## config.mk

```make
export PLATFORM = sky130hd
export DESIGN_NAME = scumv_radar_frame_sequencer
export DESIGN_NICKNAME = d
export VERILOG_FILES = /design/src/rtl/scumv_radar_frame_sequencer.sv
export SDC_FILE = /design/constraint.sdc
export NUM_CORES = 1
export LEC_CHECK = 0
export CORE_AREA = 2 2 190 192
export DETAILED_ROUTE_END_ITERATION = 12
export DIE_AREA = 0 0 192 194
export SYNTH_ARGS = -nofsm -noshare
export SYNTH_HDL_FRONTEND = slang
export SYNTH_SLANG_ARGS = --single-unit
```

## constraint.sdc

```tcl
create_clock -name clock -period 6.2 [get_ports clock]
set_input_delay 1.55 -clock clock [delete_from_list [all_inputs] [get_ports clock]]
set_output_delay 1.55 -clock clock [all_outputs]
set_load 0.02 [all_outputs]
```

## src/rtl/scumv_radar_frame_sequencer.sv

```systemverilog
// Timed VCO/PA/ramp control sequencer for the SCuM-V radar front end.
// Runs settle -> (arm, chirp) x chirpsPerFrame -> gap per frame from a shadowed config.
module scumv_radar_frame_sequencer #(
  parameter int FRAME_W = 16,
  parameter int CHIRP_W = 8
) (
  input  logic               clock,
  input  logic               reset,
  input  logic               io_start,
  input  logic               io_abort,
  input  logic [15:0]        io_cfg_settleCycles,
  input  logic [7:0]         io_cfg_numFrequencySteps,
  input  logic [23:0]        io_cfg_numCyclesPerFrequency,
  input  logic [CHIRP_W-1:0] io_cfg_chirpsPerFrame,
  input  logic [31:0]        io_cfg_gapCycles,
  input  logic [FRAME_W-1:0] io_cfg_numFrames,
  output logic               io_vco_enable,
  output logic               io_vco_divEnable,
  output logic               io_pa_enable,
  output logic               io_ramp_rst,
  output logic               io_ramp_enable,
  output logic               io_busy,
  output logic               io_frameStart,
  output logic               io_chirpStart,
  output logic               io_done,
  output logic               io_aborted,
  output logic               io_cfgErr,
  output logic [CHIRP_W-1:0] io_chirpIdx,
  output logic [FRAME_W-1:0] io_frameIdx
);

  typedef enum logic [2:0] {
    S_IDLE,
    S_SETTLE,
    S_ARM,
    S_CHIRP,
    S_GAP
  } state_t;

  state_t             state_q, state_d;
  logic [31:0]        cnt_q, cnt_d;
  logic [31:0]        len_q, len_d;
  logic [31:0]        gap_q, gap_d;
  logic [CHIRP_W-1:0] cpf_q, cpf_d;
  logic [FRAME_W-1:0] nf_q, nf_d;
  logic [CHIRP_W-1:0] chirp_q, chirp_d;
  logic [FRAME_W-1:0] frame_q, frame_d;
  logic [FRAME_W-1:0] frame_inc;
  logic               cfg_ok;
  logic               done_d, aborted_d, cfgerr_d, fstart_d, cstart_d;

  logic vco_q, div_q, pa_q, rrst_q, ren_q, busy_q;
  logic fstart_q, cstart_q, done_q, aborted_q, cfgerr_q;

  assign frame_inc = frame_q + FRAME_W'(1);
  assign cfg_ok    = (io_cfg_numFrequencySteps != '0) &&
                     (io_cfg_numCyclesPerFrequency != '0) &&
                     (io_cfg_chirpsPerFrame != '0);

  always_comb begin
    state_d   = state_q;
    cnt_d     = cnt_q;
    len_d     = len_q;
    gap_d     = gap_q;
    cpf_d     = cpf_q;
    nf_d      = nf_q;
    chirp_d   = chirp_q;
    frame_d   = frame_q;
    done_d    = 1'b0;
    aborted_d = 1'b0;
    cfgerr_d  = 1'b0;

    if (state_q == S_IDLE) begin
      // A simultaneous abort cancels the start outright, including the error pulse.
      if (io_start && !io_abort) begin
        if (!cfg_ok) begin
          cfgerr_d = 1'b1;
        end else begin
          state_d = S_SETTLE;
          cnt_d   = (io_cfg_settleCycles == '0) ? '0 : 32'(io_cfg_settleCycles) - 32'd1;
          len_d   = 32'(io_cfg_numFrequencySteps) * 32'(io_cfg_numCyclesPerFrequency);
          gap_d   = io_cfg_gapCycles;
          cpf_d   = io_cfg_chirpsPerFrame;
          nf_d    = io_cfg_numFrames;
          chirp_d = '0;
          frame_d = '0;
        end
      end
    end else if (io_abort) begin
      state_d   = S_IDLE;
      cnt_d     = '0;
      chirp_d   = '0;
      frame_d   = '0;
      aborted_d = 1'b1;
    end else begin
      case (state_q)
        S_SETTLE: begin
          if (cnt_q == '0) state_d = S_ARM;
          else             cnt_d   = cnt_q - 32'd1;
        end
        S_ARM: begin
          state_d = S_CHIRP;
          cnt_d   = len_q - 32'd1;
        end
        S_CHIRP: begin
          if (cnt_q != '0) begin
            cnt_d = cnt_q - 32'd1;
          end else if (chirp_q == cpf_q - CHIRP_W'(1)) begin
            state_d = S_GAP;
            cnt_d   = (gap_q == '0) ? '0 : gap_q - 32'd1;
          end else begin
            state_d = S_ARM;
            chirp_d = chirp_q + CHIRP_W'(1);
          end
        end
        S_GAP: begin
          if (cnt_q != '0) begin
            cnt_d = cnt_q - 32'd1;
          end else begin
            chirp_d = '0;
            frame_d = frame_inc;
            if (nf_q != '0 && frame_inc == nf_q) begin
              state_d = S_IDLE;
              done_d  = 1'b1;
            end else begin
              state_d = S_ARM;
            end
          end
        end
        default: state_d = S_IDLE;
      endcase
    end

    fstart_d = (state_d == S_ARM) && (chirp_d == '0);
    cstart_d = (state_d == S_CHIRP) && (state_q == S_ARM);
  end

  // Outputs are decoded from the next state so they are registered yet aligned with it.
  always_ff @(posedge clock or posedge reset) begin
    if (reset) begin
      state_q   <= S_IDLE;
      cnt_q     <= '0;
      len_q     <= '0;
      gap_q     <= '0;
      cpf_q     <= '0;
      nf_q      <= '0;
      chirp_q   <= '0;
      frame_q   <= '0;
      vco_q     <= 1'b0;
      div_q     <= 1'b0;
      pa_q      <= 1'b0;
      rrst_q    <= 1'b0;
      ren_q     <= 1'b0;
      busy_q    <= 1'b0;
      fstart_q  <= 1'b0;
      cstart_q  <= 1'b0;
      done_q    <= 1'b0;
      aborted_q <= 1'b0;
      cfgerr_q  <= 1'b0;
    end else begin
      state_q   <= state_d;
      cnt_q     <= cnt_d;
      len_q     <= len_d;
      gap_q     <= gap_d;
      cpf_q     <= cpf_d;
      nf_q      <= nf_d;
      chirp_q   <= chirp_d;
      frame_q   <= frame_d;
      vco_q     <= (state_d != S_IDLE);
      div_q     <= (state_d != S_IDLE);
      pa_q      <= (state_d == S_ARM) || (state_d == S_CHIRP);
      rrst_q    <= (state_d == S_ARM);
      ren_q     <= (state_d == S_CHIRP);
      busy_q    <= (state_d != S_IDLE);
      fstart_q  <= fstart_d;
      cstart_q  <= cstart_d;
      done_q    <= done_d;
      aborted_q <= aborted_d;
      cfgerr_q  <= cfgerr_d;
    end
  end

  assign io_vco_enable    = vco_q;
  assign io_vco_divEnable = div_q;
  assign io_pa_enable     = pa_q;
  assign io_ramp_rst      = rrst_q;
  assign io_ramp_enable   = ren_q;
  assign io_busy          = busy_q;
  assign io_frameStart    = fstart_q;
  assign io_chirpStart    = cstart_q;
  assign io_done          = done_q;
  assign io_aborted       = aborted_q;
  assign io_cfgErr        = cfgerr_q;
  assign io_chirpIdx      = chirp_q;
  assign io_frameIdx      = frame_q;

endmodule

```

# Word level (Yosys, flattened, before mapping)
# Cells that the tools add are included.
[word_totals] reg_bits=156 inputBits=108 out_inout_bits=35 wordCells=108
[classes] n_addsub=7 mul=1 n_eq_ne=14 muxes=45 n_reduce_logical=24
[op_table] cell="2-to-1 mux 32 bit" count=10
[op_table] cell="case mux 32 bit (4 select lines)" count=1
[op_table] cell="2-to-1 mux 16 bit" count=6
[op_table] cell="subtractor 32 x 1 -> 32 bit (second input constant)" count=3
[op_table] cell="logical NOT 32 bit" count=2
[op_table] cell="2-to-1 mux 8 bit" count=7
[op_table] cell="multiplier 8 x 24 -> 32 bit" count=1
[op_table] cell="nonzero test 32 bit" count=1
[op_table] cell="2-to-1 mux 3 bit" count=8
[op_table] cell="nonzero test 24 bit" count=1
[op_table] cell="subtractor 16 x 1 -> 17 bit (second input constant)" count=1
[op_table] cell="adder 16 x 1 -> 16 bit (second input constant)" count=1
[op_table] cell="== test 16 bit" count=1
[op_table] cell="logical NOT 16 bit" count=1
[op_table] cell="case mux 8 bit (2 select lines)" count=1
[op_table] cell="nonzero test 16 bit" count=1
[op_table] cell="nonzero test 8 bit" count=2
[op_table] cell="== test 3 x 2 -> 1 bit (second input constant)" count=4
[op_table] cell="case mux 3 bit (4 select lines)" count=1
[op_table] cell="2-to-1 mux 1 bit" count=10
[op_table] cell="adder 8 x 1 -> 8 bit (second input constant)" count=1
[op_table] cell="== test 8 bit" count=1
[op_table] cell="logical NOT 8 bit" count=1
[op_table] cell="inequality test 4 bit (second input constant)" count=2
[op_table] cell="other kinds (17)" count=23

# Logic depth before layout (Yosys ltp)
# Gate-level depths: netlist (run 1).
[logic_depth] word_depth=10 mapped_depth=21 depth_no_buf=19

# Worst setup path before layout (run 1)
# OpenSTA, ideal clock, no wires.
[synth_path] path_kind="input -> register" from="input io_cfg_numFrequencySteps[2]" to="register len_q[30]" setup_ps=134 arrival_time_ps=5989 t_required_ps=6066 path_slack_ps=78 cell_stages=18 n_path_buf=2 path_cell_list="clkbuf_1 nand2_1 fa_1 inv_1 fa_1 fa_1 fa_1 ha_1 clkbuf_1 and3_1 and2_1 a221oi_1 nor3_1 nor3_1 o2111ai_1 a31oi_1 xor2_1 o21ai_0"
[synth_via] elab_chain_len=4 elab_cells_between_ends=5 classes_between="1 x mul; 4 x reduce/logical"
[synth_lines] item="start: declaration" line_no="12" text="input logic [7:0] io_cfg_numFrequencySteps,"
[synth_lines] item="parallel branches: the longest is 4 deep, another holds multiplier 8 x 24 -> 32 bit"
[synth_lines] item="end signal: assignment" line_no="163" text="len_q <= len_d;"
[synth_lines] item="end: declaration" line_no="42" text="logic [31:0] len_q, len_d;"
# Parallel ways; which one is timed is not known.
# A chain may end at the register's enable or synchronous reset.

# Worst setup path after layout (run 1)
[layout_path] from="input io_cfg_numCyclesPerFrequency[0]" to="register len_q[30]"
[layout_via] elab_chain_len=4 elab_cells_between_ends=5 classes_between="1 x mul; 4 x reduce/logical"
[layout_lines] item="start: declaration" line_no="13" text="input logic [23:0] io_cfg_numCyclesPerFrequency,"
[layout_lines] item="parallel branches: the longest is 4 deep, another holds multiplier 8 x 24 -> 32 bit"
# Parallel ways; which one is timed is not known.

==> results of run 1 <==
## cell type report
class / count / share of cell area, %
sequential: 156 / 20.4
inverter: 165 / 3.27
clock inverter: 13 / 0.550
antenna: 2 / 0.0262
tap: 461 / 3.02
multi-input combinational: 1383 / 57.2
timing repair buffer: 277 / 13.1
clock buffer: 19 / 2.37
## worst paths after layout
path,endpoint,from
max reg2reg,cnt_q[20]$_DFFE_PP0P_,cpf_q[0]$_DFFE_PP0P_
max in group asynchronous,io_frameIdx[10]$_DFFE_PP0P_,reset
max,len_q[30]$_DFFE_PP0P_,io_cfg_numCyclesPerFrequency[0]
min in group asynchronous,gap_q[16]$_DFFE_PP0P_,reset
min,cnt_q[8]$_DFFE_PP0P_,cnt_q[8]$_DFFE_PP0P_
min reg2reg,cnt_q[8]$_DFFE_PP0P_,cnt_q[8]$_DFFE_PP0P_
## per-layer routing
| layer | track usage [%] | up-vias | share of wire [%] |
|---|---|---|---|
| li1 | - | 6554 | - |
| met1 | 33.0 | 6498 | 46 |
| met2 | 38.4 | 319 | 47 |
| met3 | 2.64 | 63 | 4.3 |
| met4 | 7.15 | 4 | 2.1 |
| met5 | 0 | - | 0.14 |
## placed cells by master, fill, tap and decap left out, types with 18 or more instances in the layout
master	instances
a21oi_1	81
and2_1	144
buf_4	128
clkdlybuf4s50_1	120
dfrtp_1	156
dlymetal6s2s_1	20
fa_1	130
ha_1	60
inv_1	161
mux2_2	62
nand2_1	161
nand3_1	28
nor2_1	110
nor3_1	43
nor4_1	41
o21ai_0	93
o21ai_1	18
o31ai_1	20
or3_1	18
xnor2_1	69
xor2_1	56
## per-stage QoR
stage	setup slack, ps	setup TNS [ps]	utilization (%)	power [mW]	instance area (um2)
6_report	205	0	54.3	5.99	19100
5_1_grt	1.12	0	54.3	6.54	19100
4_1_cts	-37.5	-37.5	53.9	5.98	19000
3_5_place_dp	-611	-5220	52.3	4.92	18400
3_3_place_gp	-546	-4300	52.3	4.86	18400
2_1_floorplan	77.7	0	-	3.65	15700
## sequential cells by signal (all words and copies together), names as in the netlist
signal,flops
cnt_q,32
cpf_q,8
gap_q,32
io_aborted,1
io_busy,1
io_cfgErr,1
io_chirpIdx,8
io_chirpStart,1
io_done,1
io_frameIdx,16
io_frameStart,1
io_pa_enable,1
io_ramp_enable,1
io_ramp_rst,1
len_q,32
nf_q,16
state_q,3
## what timing repair did
item                       in CTS  in global routing
pin swaps                       4                  9
setup endpoints to repair       5                 10
hold buffers                    0                  0
gates resized for setup         8                 36
buffers inserted                1                  1
cloned                          0                  1
## logic make-up (layout without fill, tap and decap cells)
family | count (synthesis) | in the layout | synth area share (%)
AO/OA/AOI/OAI | 349 | 349 | 14.0
XOR/XNOR | 125 | 125 | 6.99
adder cells (fa/ha/maj) | 192 | 192 | 21.7
buffers and inverters | 239 | 474 | 5.85
flip-flops | 156 | 156 | 24.9
multiplexers | 66 | 66 | 4.71
other | 0 | 2 | 0
AND/OR/NAND/NOR | 651 | 651 | 21.9
## worst register-to-register path, cell delays in order (launching register included)
cell	delay, ps
dfrtp_1	420
or3_4	410
or4_1	470
a222oi_1	370
nand4_2	300
or2_1	320
a21oi_1	300
o31a_1	760
nand2_1	370
o22ai_1	250
## power by group
group / leakage [nW] / total [mW] / internal, mW / switching [mW]
Clock: 0.264 / 1.01 / 0.541 / 0.469
Sequential: 1.97 / 1.49 / 1.22 / 0.268
Combinational: 6.21 / 3.49 / 1.76 / 1.73
Total: 8.45 / 5.99 / 3.52 / 2.47
==> impl_metrics.csv, run 1 <==
group,metric,value,unit
setup_path,rr_worst_depth,9,
logic_synthesis,netlist_instances,1778,
setup_path,cpPeakStageDelay,490,ps
clock_network,tritoncts,"done",
setup_path,critPathLaunchType,"input pin",
placement,io_buffers,142,
global_route,grt_pass1_vias,13700,
placement,place_congestion,0.867,
clock_network,cts_root_buffer,"clkbuf_16",
min_path,hold_path_depth,2,
routing,drt_pass1_iterations,7,
setup_path,cp_cell_sequence,"clkdlybuf4s50_1 -> nand2_1 -> fa_1 -> fa_1 -> inv_1 -> fa_1 -> inv_1 -> fa_1 -> inv_1 -> ha_1 -> a21o_1 -> a31o_2 -> o2111ai_2 -> buf_4 -> a211oi_2 -> nor3_2 -> buf_4 -> o2111ai_1 -> a31oi_1 -> xor2_1 -> o21ai_0",
floorplan,die_h,194,um
power_and_ir_drop,ir_worst_vdd,0.000216,V
routing,antenna_left,0,
setup_path,path_depth,21,
routing,drt_first_iter_violations,768,
clock_network,cts_buffers,17,
logic_synthesis,synth_seq_cells,156,
logic_synthesis,synth_top_area_share,24.9,%
timing,fmax,0.167,GHz
logic_synthesis,avgSynthCellArea,8.81,um2
logic_synthesis,synth_common_cells,"162 x inv_1, 162 x nand2_1, 156 x dfrtp_1",
timing,relSlewSlack,13.9,%
global_route,grt_usage,23.6,%
logic_synthesis,netlist_area,15700,um2
timing,whs,506,ps
setup_path,worst-endpoint-arrival,6300,ps
power_and_ir_drop,power.density,313,nW/um2
setup_path,worstPathMaxFanout,3,
logic_synthesis,synth_edf_count,0,
routing,via_count,13400,
timing,rsz0062_at_grt,"false",
cells_and_area,fillers,3312,
clock_network,clk-insertion-delay-late,450,ps
floorplan,ioPinCount,143,
setup_path,end_kind,"flop",
logic_synthesis,synth_area_leaders,"dfrtp_1 25%, fa_1 17%, and2_1 5.7%",
cells_and_area,drive_above_1_share,13.3,%
timing,setup_viol,0,
global_route,overflow,0,
logic_synthesis,async_reset_ff_share,100,%
cells_and_area,syn2layout_area_growth,22.0,%
clock_network,clock_path_buffers,2,
routing,wl_per_cell,17.4,um
logic_synthesis,syn_nets,2078,
setup_path,rrSetupSlack,2130,ps
placement,post-place-cells,2439,
setup_path,cpMaxStageDelayCell,"clkdlybuf4s50_1",
floorplan,die_w,192,um
min_path,hold_class,"reg2reg",
floorplan,std_cell_rows,69,
routing,viasPerCell,5.43,
setup_path,path_class,"in2reg",
logic_synthesis,ys.flop_type,"dfrtp_1",
timing,min_period,6000,ps
routing,drt-total-wl,43100,um
global_route,grt_pass1_wl,70800,um
global_route,grt_max_degree,82,
timing,max_slew.worst_pin.slew,1280,ps
setup_path,worst-path-buf-inv,6,
global_route,antenna_found_initial,4,
logic_synthesis,synth_top_area_cell,"dfrtp_1",
clock_network,htree_levels,4,
logic_synthesis,ys_seq_area_share,24.9,%
floorplan,core_area,35200,um2
cells_and_area,final_cells,2476,
routing,drc_errors,0,
floorplan,die_area,37200,um2
setup_path,critPathMostFrequentCell,"fa_1",
timing,hold_viol,0,
placement,place_hpwl,33800,um
cells_and_area,multi_input_area,10900,um2
setup_path,crit_family,"adder cells",
setup_path,cp.required,6510,ps
timing,finalCritPeriodShare,96.7,%
floorplan,initial_core_util,44.5,%
outcome,status,"finished, final reports clean",
timing,skew,13.6,ps
timing,slew_violations,0,
clock_network,numClockSinks,156,
logic_synthesis,yosys_warnings,0,
power_and_ir_drop,power.leakage,8.45,nW
clock_network,clk_pin_slew_worst_paths,70,ps
cells_and_area,seqCellArea,3900,um2
cells_and_area,fin_nets,2300,
logic_synthesis,synth_cell_types,82,
flow_run,drv_cap,0,
Note: power is estimated with default switching activity, not from simulation.
==> inputs of run 2 (changes only) <==
Settings changed: GPL_ROUTABILITY_DRIVEN set to 0.
==> results of run 2 <==
Same layout as run 1: the final DEF is identical, and so are final timing and power.
